<file path="src/rtl/reg_swap_ctrl_if.sv">
// reg_swap_ctrl_if: swap-controller bus; master drives start/src/ld/rd_idx, slave returns rd_data/y/busy/done/err
interface reg_swap_ctrl_if #(
  parameter int WIDTH = 8,
  parameter int NREGS = 4
);
  localparam int IDXW = (NREGS > 2) ? $clog2(NREGS) : 1;
  logic             i_start;
  logic [IDXW-1:0]  i_src_a;
  logic [IDXW-1:0]  i_src_b;
  logic             i_ld_en;
  logic [IDXW-1:0]  i_ld_idx;
  logic [WIDTH-1:0] i_ld_data;
  logic [IDXW-1:0]  i_rd_idx;
  logic [WIDTH-1:0] o_rd_data;
  logic [1:0]       o_y;
  logic             o_busy;
  logic             o_done;
  logic             o_err;
  modport master (
    output i_start, i_src_a, i_src_b, i_ld_en, i_ld_idx, i_ld_data, i_rd_idx,
    input  o_rd_data, o_y, o_busy, o_done, o_err
  );
  modport slave (
    input  i_start, i_src_a, i_src_b, i_ld_en, i_ld_idx, i_ld_data, i_rd_idx,
    output o_rd_data, o_y, o_busy, o_done, o_err
  );
endinterface

</file>
<file path="src/rtl/reg_swap_ctrl.sv">
// reg_swap_ctrl: swaps two of NREGS registers through tmp in 3 transfers; ports clk, rst, bus (start/src/ld/rd_idx in, rd_data/y/busy/done/err out)
module reg_swap_ctrl #(
  parameter int WIDTH = 8,
  parameter int NREGS = 4
) (
  input logic            clk,
  input logic            rst,
  reg_swap_ctrl_if.slave bus
);
  localparam int IDXW = (NREGS > 2) ? $clog2(NREGS) : 1;
  typedef enum logic [1:0] {IDLE = 2'b00, T1 = 2'b01, T2 = 2'b11, T3 = 2'b10} state_t;
  state_t           r_state;
  logic [WIDTH-1:0] r_regs [NREGS];
  logic [WIDTH-1:0] r_tmp;
  logic [IDXW-1:0]  r_a;
  logic [IDXW-1:0]  r_b;
  logic             r_busy;
  logic             r_done;
  logic             r_err;
  logic             w_start_ok;
  function automatic logic in_range(input logic [IDXW-1:0] idx);
    return 32'(idx) < 32'(NREGS);
  endfunction
  assign w_start_ok    = in_range(bus.i_src_a) && in_range(bus.i_src_b);
  assign bus.o_rd_data = in_range(bus.i_rd_idx) ? r_regs[bus.i_rd_idx] : '0;
  assign bus.o_y       = r_state;
  assign bus.o_busy    = r_busy;
  assign bus.o_done    = r_done;
  assign bus.o_err     = r_err;
  always_ff @(posedge clk or posedge rst) begin
    if (rst) begin
      r_state <= IDLE;
      r_busy  <= 1'b0;
      r_done  <= 1'b0;
      r_err   <= 1'b0;
      r_tmp   <= '0;
      r_a     <= '0;
      r_b     <= '0;
      for (int i = 0; i < NREGS; i++) r_regs[i] <= (i == 0) ? WIDTH'(1) : '0;
    end else begin
      r_done <= 1'b0;
      r_err  <= 1'b0;
      case (r_state)
        IDLE: begin
          if (bus.i_ld_en && in_range(bus.i_ld_idx)) r_regs[bus.i_ld_idx] <= bus.i_ld_data;
          if (bus.i_start && w_start_ok) begin
            r_a     <= bus.i_src_a;
            r_b     <= bus.i_src_b;
            r_state <= T1;
            r_busy  <= 1'b1;
          end
          r_err <= bus.i_start && !w_start_ok;
        end
        T1: begin
          r_tmp   <= r_regs[r_b];
          r_state <= T2;
        end
        T2: begin
          r_regs[r_b] <= r_regs[r_a];
          r_state     <= T3;
        end
        default: begin
          r_regs[r_a] <= r_tmp;
          r_state     <= IDLE;
          r_busy      <= 1'b0;
          r_done      <= 1'b1;
        end
      endcase
    end
  end
endmodule

</file>
<file path="src/flat_wrapper.sv">
// flat-port wrapper written by rule: the top's interface ports become plain ports
module reg_swap_ctrl_flat 
#(
  parameter int WIDTH = 8,
  parameter int NREGS = 4
)
  (clk, rst, bus_i_start, bus_i_src_a, bus_i_src_b, bus_i_ld_en, bus_i_ld_idx, bus_i_ld_data, bus_i_rd_idx, bus_o_rd_data, bus_o_y, bus_o_busy, bus_o_done, bus_o_err);
  reg_swap_ctrl_if #(.WIDTH(WIDTH), .NREGS(NREGS)) bus_i ();
  input logic clk;
  input logic rst;
  input wire logic [$bits(bus_i.i_start)-1:0] bus_i_start;
  input wire logic [$bits(bus_i.i_src_a)-1:0] bus_i_src_a;
  input wire logic [$bits(bus_i.i_src_b)-1:0] bus_i_src_b;
  input wire logic [$bits(bus_i.i_ld_en)-1:0] bus_i_ld_en;
  input wire logic [$bits(bus_i.i_ld_idx)-1:0] bus_i_ld_idx;
  input wire logic [$bits(bus_i.i_ld_data)-1:0] bus_i_ld_data;
  input wire logic [$bits(bus_i.i_rd_idx)-1:0] bus_i_rd_idx;
  output wire logic [$bits(bus_i.o_rd_data)-1:0] bus_o_rd_data;
  output wire logic [$bits(bus_i.o_y)-1:0] bus_o_y;
  output wire logic [$bits(bus_i.o_busy)-1:0] bus_o_busy;
  output wire logic [$bits(bus_i.o_done)-1:0] bus_o_done;
  output wire logic [$bits(bus_i.o_err)-1:0] bus_o_err;
  assign bus_i.i_start = bus_i_start;
  assign bus_i.i_src_a = bus_i_src_a;
  assign bus_i.i_src_b = bus_i_src_b;
  assign bus_i.i_ld_en = bus_i_ld_en;
  assign bus_i.i_ld_idx = bus_i_ld_idx;
  assign bus_i.i_ld_data = bus_i_ld_data;
  assign bus_i.i_rd_idx = bus_i_rd_idx;
  assign bus_o_rd_data = bus_i.o_rd_data;
  assign bus_o_y = bus_i.o_y;
  assign bus_o_busy = bus_i.o_busy;
  assign bus_o_done = bus_i.o_done;
  assign bus_o_err = bus_i.o_err;
  reg_swap_ctrl #(.WIDTH(WIDTH), .NREGS(NREGS)) u_core (.clk(clk), .rst(rst), .bus(bus_i));
endmodule
</file>
<file path="config.mk">
export PLATFORM = sky130hd
export DESIGN_NAME = reg_swap_ctrl_flat
export DESIGN_NICKNAME = d
export VERILOG_FILES = /design/src/rtl/reg_swap_ctrl_if.sv /design/src/rtl/reg_swap_ctrl.sv /design/src/flat_wrapper.sv
export SDC_FILE = /design/constraint.sdc
export NUM_CORES = 1
export LEC_CHECK = 0
export CAP_MARGIN = 20
export CORE_ASPECT_RATIO = 0.6
export CORE_MARGIN = 1
export CORE_UTILIZATION = 59
export CTS_CLUSTER_DIAMETER = 40
export CTS_CLUSTER_SIZE = 20
export DETAILED_ROUTE_END_ITERATION = 8
export PLACE_DENSITY = 0.8
export SLEW_MARGIN = 20
export SYNTH_ARGS = -nofsm -noshare
export SYNTH_HDL_FRONTEND = slang
export SYNTH_SLANG_ARGS = --single-unit
</file>
<file path="constraint.sdc">
create_clock -name clk -period 2.2 [get_ports clk]
set_input_delay 0.44 -clock clk [delete_from_list [all_inputs] [get_ports clk]]
set_output_delay 0.44 -clock clk [all_outputs]
set_load 0.02 [all_outputs]
</file>
* Word level (Yosys, flattened, before mapping)
Index checks and enable logic that the tools add are counted.
W data, S select, Z words.
** Cells by class
- $lt $le $gt $ge :: 7
- Equal/unequal tests :: 4
- Mux-type cells :: 25
- Bitwise logic cells :: 6
- Reduce and logical (&&, ||, !) cells :: 9
** Operators with widths (number)
- $bwmux W32 :: 3
- $pmux W32 S3 :: 1
- $mux W8 :: 9
- $bmux W8 S2 :: 3
- $demux W8 S2 :: 3
- $mux W32 :: 1
- $ge A3 B3 Y1 const B :: 4
- $not A2 Y3 :: 4
- $lt A3 B1 Y1 const B :: 3
- $pmux W2 S3 :: 1
- $reduce_and A2 Y1 :: 3
- $ne A2 B2 Y1 const B :: 2
- $logic_and A1 B1 Y1 :: 3
- $reduce_or A3 Y1 :: 1
- $eq A2 B1 Y1 const B :: 1
- $eq A2 B2 Y1 const B :: 1
- $logic_not A2 Y1 :: 1
- $mux W1 :: 2
- $mux W2 :: 1
- $not A1 Y1 :: 2
- $pmux W1 S2 :: 1
- $reduce_or A2 Y1 :: 1
** Storage, ports and cells
- Register bits :: 48
- Input port bits :: 20
- Output and inout port bits :: 13

* Logic depth before layout (Yosys ltp)
- Depth after elaboration :: 8
- Gate-level depth with buffers :: 10
- Mapped depth without buffers :: 7

* Worst setup path after synthesis
OpenSTA, ideal clock, no wires.
- Path kind :: reg2reg
- From :: reg u_core.r_state[0], in the netlist u_core.bus.o_y[0]
- To :: reg (tool-made name)
- Setup time :: 133 ps
- Arrival :: 1966 ps
- Path slack :: 101 ps
- Stages on the path, launching flop included :: 9
- Path buffers :: 1
- Period minus slack after synthesis :: 2099 ps
- Cells stage by stage :: dfrtp_1 -> inv_1 -> ha_1 -> buf_2 -> o21ai_0 -> nor3b_2 -> o21ai_2 -> nand2_1 -> o211ai_1
** RTL lines
- from (decl) :: line reg_swap_ctrl.sv:12 : state_t r_state;
- from (signal assigned) :: line reg_swap_ctrl.sv:32 : r_state <= IDLE;
- from (signal assigned) :: line reg_swap_ctrl.sv:49 : r_state <= T1;
- from (signal assigned) :: line reg_swap_ctrl.sv:56 : r_state <= T2;

==> results.rst <==
.. list-table::
   :header-rows: 1

   * - Metric
     - Value
   * - Outcome
     - complete, no violations
   * - Post-cts hold buffer count
     - 0
   * - Final Critical Period
     - 2.07 ns
   * - Number of buffers created by CTS
     - 5
   * - Global-route wire length before repair
     - 21.8 mm
   * - # IOs
     - 33
   * - Fraction of post-synthesis cell area in the top cell type by area
     - 0.294
   * - Leading area contributor after synthesis
     - sky130_fd_sc_hd__dfrtp_1
   * - Effective utilization at floorplan
     - 0.631
   * - Layout overhead on the synthesized area
     - 22.1%
   * - Root Buffer
     - sky130_fd_sc_hd__clkbuf_16
   * - Pwr per Cell Area
     - 1600 nW/µm²
   * - Total count of hold-check failures in the final report
     - 0
   * - Clock transition at the registers of the reported paths
     - 0.07 ns
   * - Worst flop-to-flop path startpoint
     - u_core.bus.o_y[1]$_DFFE_PP0P_
   * - Clock share of power
     - 0.097
   * - Proportion of synthesized chip area in sequential cells
     - 0.301
   * - Slack of the worst reg-to-reg path
     - 0.13 ns
   * - VDD IR-drop max
     - 0.00158 V
   * - First-pass iteration count of the detailed router
     - 7
   * - Antenna-violating nets left
     - 0
   * - Final nets
     - 538
   * - Most frequent standard cell in the layout excluding fill and tap cells
     - sky130_fd_sc_hd__buf_4
   * - Average instance area after synthesis
     - 8.97 µm²
   * - Number of diodes
     - 0
   * - Number of global-route vias before repair
     - 3838
   * - Die area
     - 7110 µm²
   * - Worst relative slew slack
     - 0.599
   * - Critical-path maximum fanout
     - 10
   * - CTS tree
     - built
   * - Category of the worst setup path capture point
     - flop
   * - Clock Path Buffers
     - 2
   * - Primary flip-flop cell chosen by synthesis mapping
     - sky130_fd_sc_hd__dfrtp_1
   * - Number of placement rows
     - 22
   * - Pre-CTS setup slack
     - -0.420 ns
   * - Final worst slack
     - 0.134 ns
   * - Placer Congestion
     - 0.960
   * - Largest net degree at the start of global routing
     - 42
   * - Startpoint-to-endpoint class of the critical path
     - flop to flop
   * - Core region area
     - 6330 µm²
   * - Horizontal die dimension
     - 108 µm
   * - Combinational fraction of design power
     - 0.694
   * - Pin slew with the least headroom to its limit
     - 0.602 ns
   * - Yosys synthesis warning count
     - 0
   * - Mapped Cells
     - 445
   * - Total of buffers placed on input and output ports
     - 31
   * - Postcts setup bufs
     - 0
   * - Net switching component of the power
     - 0.00402 W
   * - Worst Hold Class
     - input port to async pin
   * - FF+latch count, synth
     - 48
   * - Synthesized cell area
     - 3990 µm²
   * - Internal portion of total power
     - 0.00379 W
   * - Post-cts gate resize count
     - 33
   * - Htree depth
     - 2
   * - Number of antenna violations at the first check in global routing
     - 1
   * - Proportion of power drawn by flip-flops and latches
     - 0.209
   * - Final worst path period share
     - 0.939
   * - Cell breakdown of the critical path
     - inv_1, ha_1, a211oi_4, buf_4, o21ai_0, a22oi_1, o31ai_1
   * - Total placed cells including tap cells
     - 591
   * - Final number of max-transition violations
     - 0
   * - Arrival time at the worst endpoint
     - 2.23 ns
   * - Longest individual stage delay on the worst path
     - 0.42 ns
   * - Insertion delay to the later sink of the worst-skew pair
     - 0.29 ns
   * - Count of fill cells added during filler insertion
     - 439
   * - Post-Synthesis Net Count
     - 469
   * - Hold_ws
     - 0.452 ns
   * - Data required time at the worst endpoint
     - 2.37 ns
   * - Post-synthesis async set-or-reset flop share
     - 1.00
   * - Post-DP HPWL
     - 10.6 mm
   * - Non-filler instance count after layout
     - 598
   * - Worst reg2reg path depth
     - 7
   * - Aggregate global routing overflow
     - 0
   * - Share of cells above drive strength 1
     - 0.247
   * - Cell variety after synth
     - 48
   * - Height of the chip
     - 65.7 µm
   * - Upper clock frequency limit
     - 0.484 GHz
   * - Setup repair after global routing missed its margin
     - no
   * - Routed via count divided by cell count
     - 7.18
   * - Commonest non-fill, non-tap cells in the layout
     - 60 x sky130_fd_sc_hd__buf_4, 52 x sky130_fd_sc_hd__nand2_1, 48 x sky130_fd_sc_hd__o21ai_0
   * - Total of max-cap violations
     - 0
   * - Vias post-DR
     - 4295
   * - Static leakage
     - 2.01 nW
   * - Number of remaining DRC errors
     - 0
   * - Final Routed Wirelength
     - 14.3 mm
   * - Drt first-iter violations
     - 698
   * - All-Layer GR Usage
     - 0.425
   * - Library cell contributing the largest single delay on the critical path
     - sky130_fd_sc_hd__a211oi_4
   * - Number of setup violations in the final report
     - 0
   * - Startpoint class of the critical path
     - flop
   * - Cell types with the largest area share after synthesis
     - sky130_fd_sc_hd__dfrtp_1 29%, sky130_fd_sc_hd__mux4_2 9.0%, sky130_fd_sc_hd__mux2i_1 7.0%
   * - Average detailed-routed wire length per instance
     - 23.9 µm
   * - Worst setup skew after layout
     - 0.00501 ns
   * - Number of sinks driven by the clock tree
     - 48
   * - Switching share of total power
     - 0.514
   * - Count of flip-flops with a built-in enable after synthesis
     - 0
-- final cells by class --
class | count | area (µm²) | share of cell area
clock inverters | 1 | 5.00 | 0.00103
clock buffers | 6 | 129 | 0.0264
repair buffers | 95 | 800 | 0.164
multi-input cells | 356 | 2610 | 0.534
inverters | 8 | 30.0 | 0.00616
well taps | 84 | 105 | 0.0216
flip-flops and latches | 48 | 1200 | 0.247
-- synthesized netlist by cell type, types with 3 or more instances --
| cell type | number |
|---|---|
| sky130_fd_sc_hd__nor2b_1 | 11 |
| sky130_fd_sc_hd__mux4_2 | 16 |
| sky130_fd_sc_hd__nand3b_1 | 6 |
| sky130_fd_sc_hd__o221ai_1 | 10 |
| sky130_fd_sc_hd__nand3_1 | 5 |
| sky130_fd_sc_hd__o31ai_1 | 14 |
| sky130_fd_sc_hd__buf_6 | 3 |
| sky130_fd_sc_hd__mux2i_1 | 28 |
| sky130_fd_sc_hd__a211oi_4 | 3 |
| sky130_fd_sc_hd__clkbuf_1 | 12 |
| sky130_fd_sc_hd__a31oi_1 | 13 |
| sky130_fd_sc_hd__mux2_2 | 17 |
| sky130_fd_sc_hd__nand2_1 | 52 |
| sky130_fd_sc_hd__nand2b_1 | 7 |
| sky130_fd_sc_hd__buf_2 | 15 |
| sky130_fd_sc_hd__dfrtp_1 | 47 |
| sky130_fd_sc_hd__a22oi_1 | 21 |
| sky130_fd_sc_hd__ha_1 | 4 |
| sky130_fd_sc_hd__o211ai_1 | 10 |
| sky130_fd_sc_hd__a21oi_1 | 28 |
| sky130_fd_sc_hd__o21ai_0 | 48 |
| sky130_fd_sc_hd__inv_1 | 8 |
| sky130_fd_sc_hd__a21boi_0 | 10 |
| sky130_fd_sc_hd__nor2_1 | 26 |
-- power by group through the flow --
stage / sequential [W] / combinational (W) / clock [W]
2_1_floorplan: 0.00152 / 0.00330 / 0
3_3_place_gp: 0.00160 / 0.00502 / 0
3_5_place_dp: 0.00161 / 0.00514 / 0
4_1_cts: 0.00160 / 0.00513 / 0.000755
5_1_grt: 0.00165 / 0.00565 / 0.000802
6_report: 0.00163 / 0.00542 / 0.000756
-- critical path: cells and delay by family (launching register included) --
kind                       cells  cell delay, ns
AOI/OAI and AO/OA              4            0.88
adders and majority gates      1            0.38
buffers and inverters          2            0.32
DFF                            1            0.35
-- how the worst max path moves through the flow --
stage                                  start               end  slack [ns]  depth (start not counted)
6_report       u_core.bus.o_y[1]$_DFFE_PP0P_              flop        0.13                          7
5_1_grt        u_core.bus.o_y[0]$_DFFE_PP0P_              flop        0.08                          6
4_1_cts        u_core.bus.o_y[0]$_DFFE_PP0P_              flop        0.12                          9
3_5_place_dp                 bus_i_rd_idx[0]  bus_o_rd_data[7]       -0.42                          4
3_3_place_gp                 bus_i_rd_idx[0]  bus_o_rd_data[7]       -0.38                          4
2_1_floorplan  u_core.bus.o_y[0]$_DFFE_PP0P_              flop        0.10                          8
-- kinds of logic after synthesis --
kind of cell    count (synthesis)  synth area share
flops                          48             0.301
fa+ha+maj                       4            0.0125
buf+inv                        41            0.0498
mux                            61             0.208
other cells                     1          0.000939
simple gates                  118             0.141
compound gates                172             0.287
-- layer usage --
metal  vias up  track usage  share of wire
met5         -            0              0
met4         0        0.104          0.023
met3        55        0.167           0.19
met2       413        0.574           0.39
met1      2004        0.625           0.40
li1       1823            -              -
-- metrics by stage --
step | power, W | util | TNS (ns) | area (µm²)
after floorplan | 0.00482 | - | 0 | 3990
after global routing | 0.00810 | 0.770 | 0 | 4880
final | 0.00780 | 0.770 | 0 | 4880
after detailed placement | 0.00675 | 0.754 | -3.28 | 4770
after CTS | 0.00748 | 0.768 | 0 | 4860
after global placement | 0.00662 | 0.754 | -3.01 | 4770
Note: power is estimated with default switching activity, not from simulation.
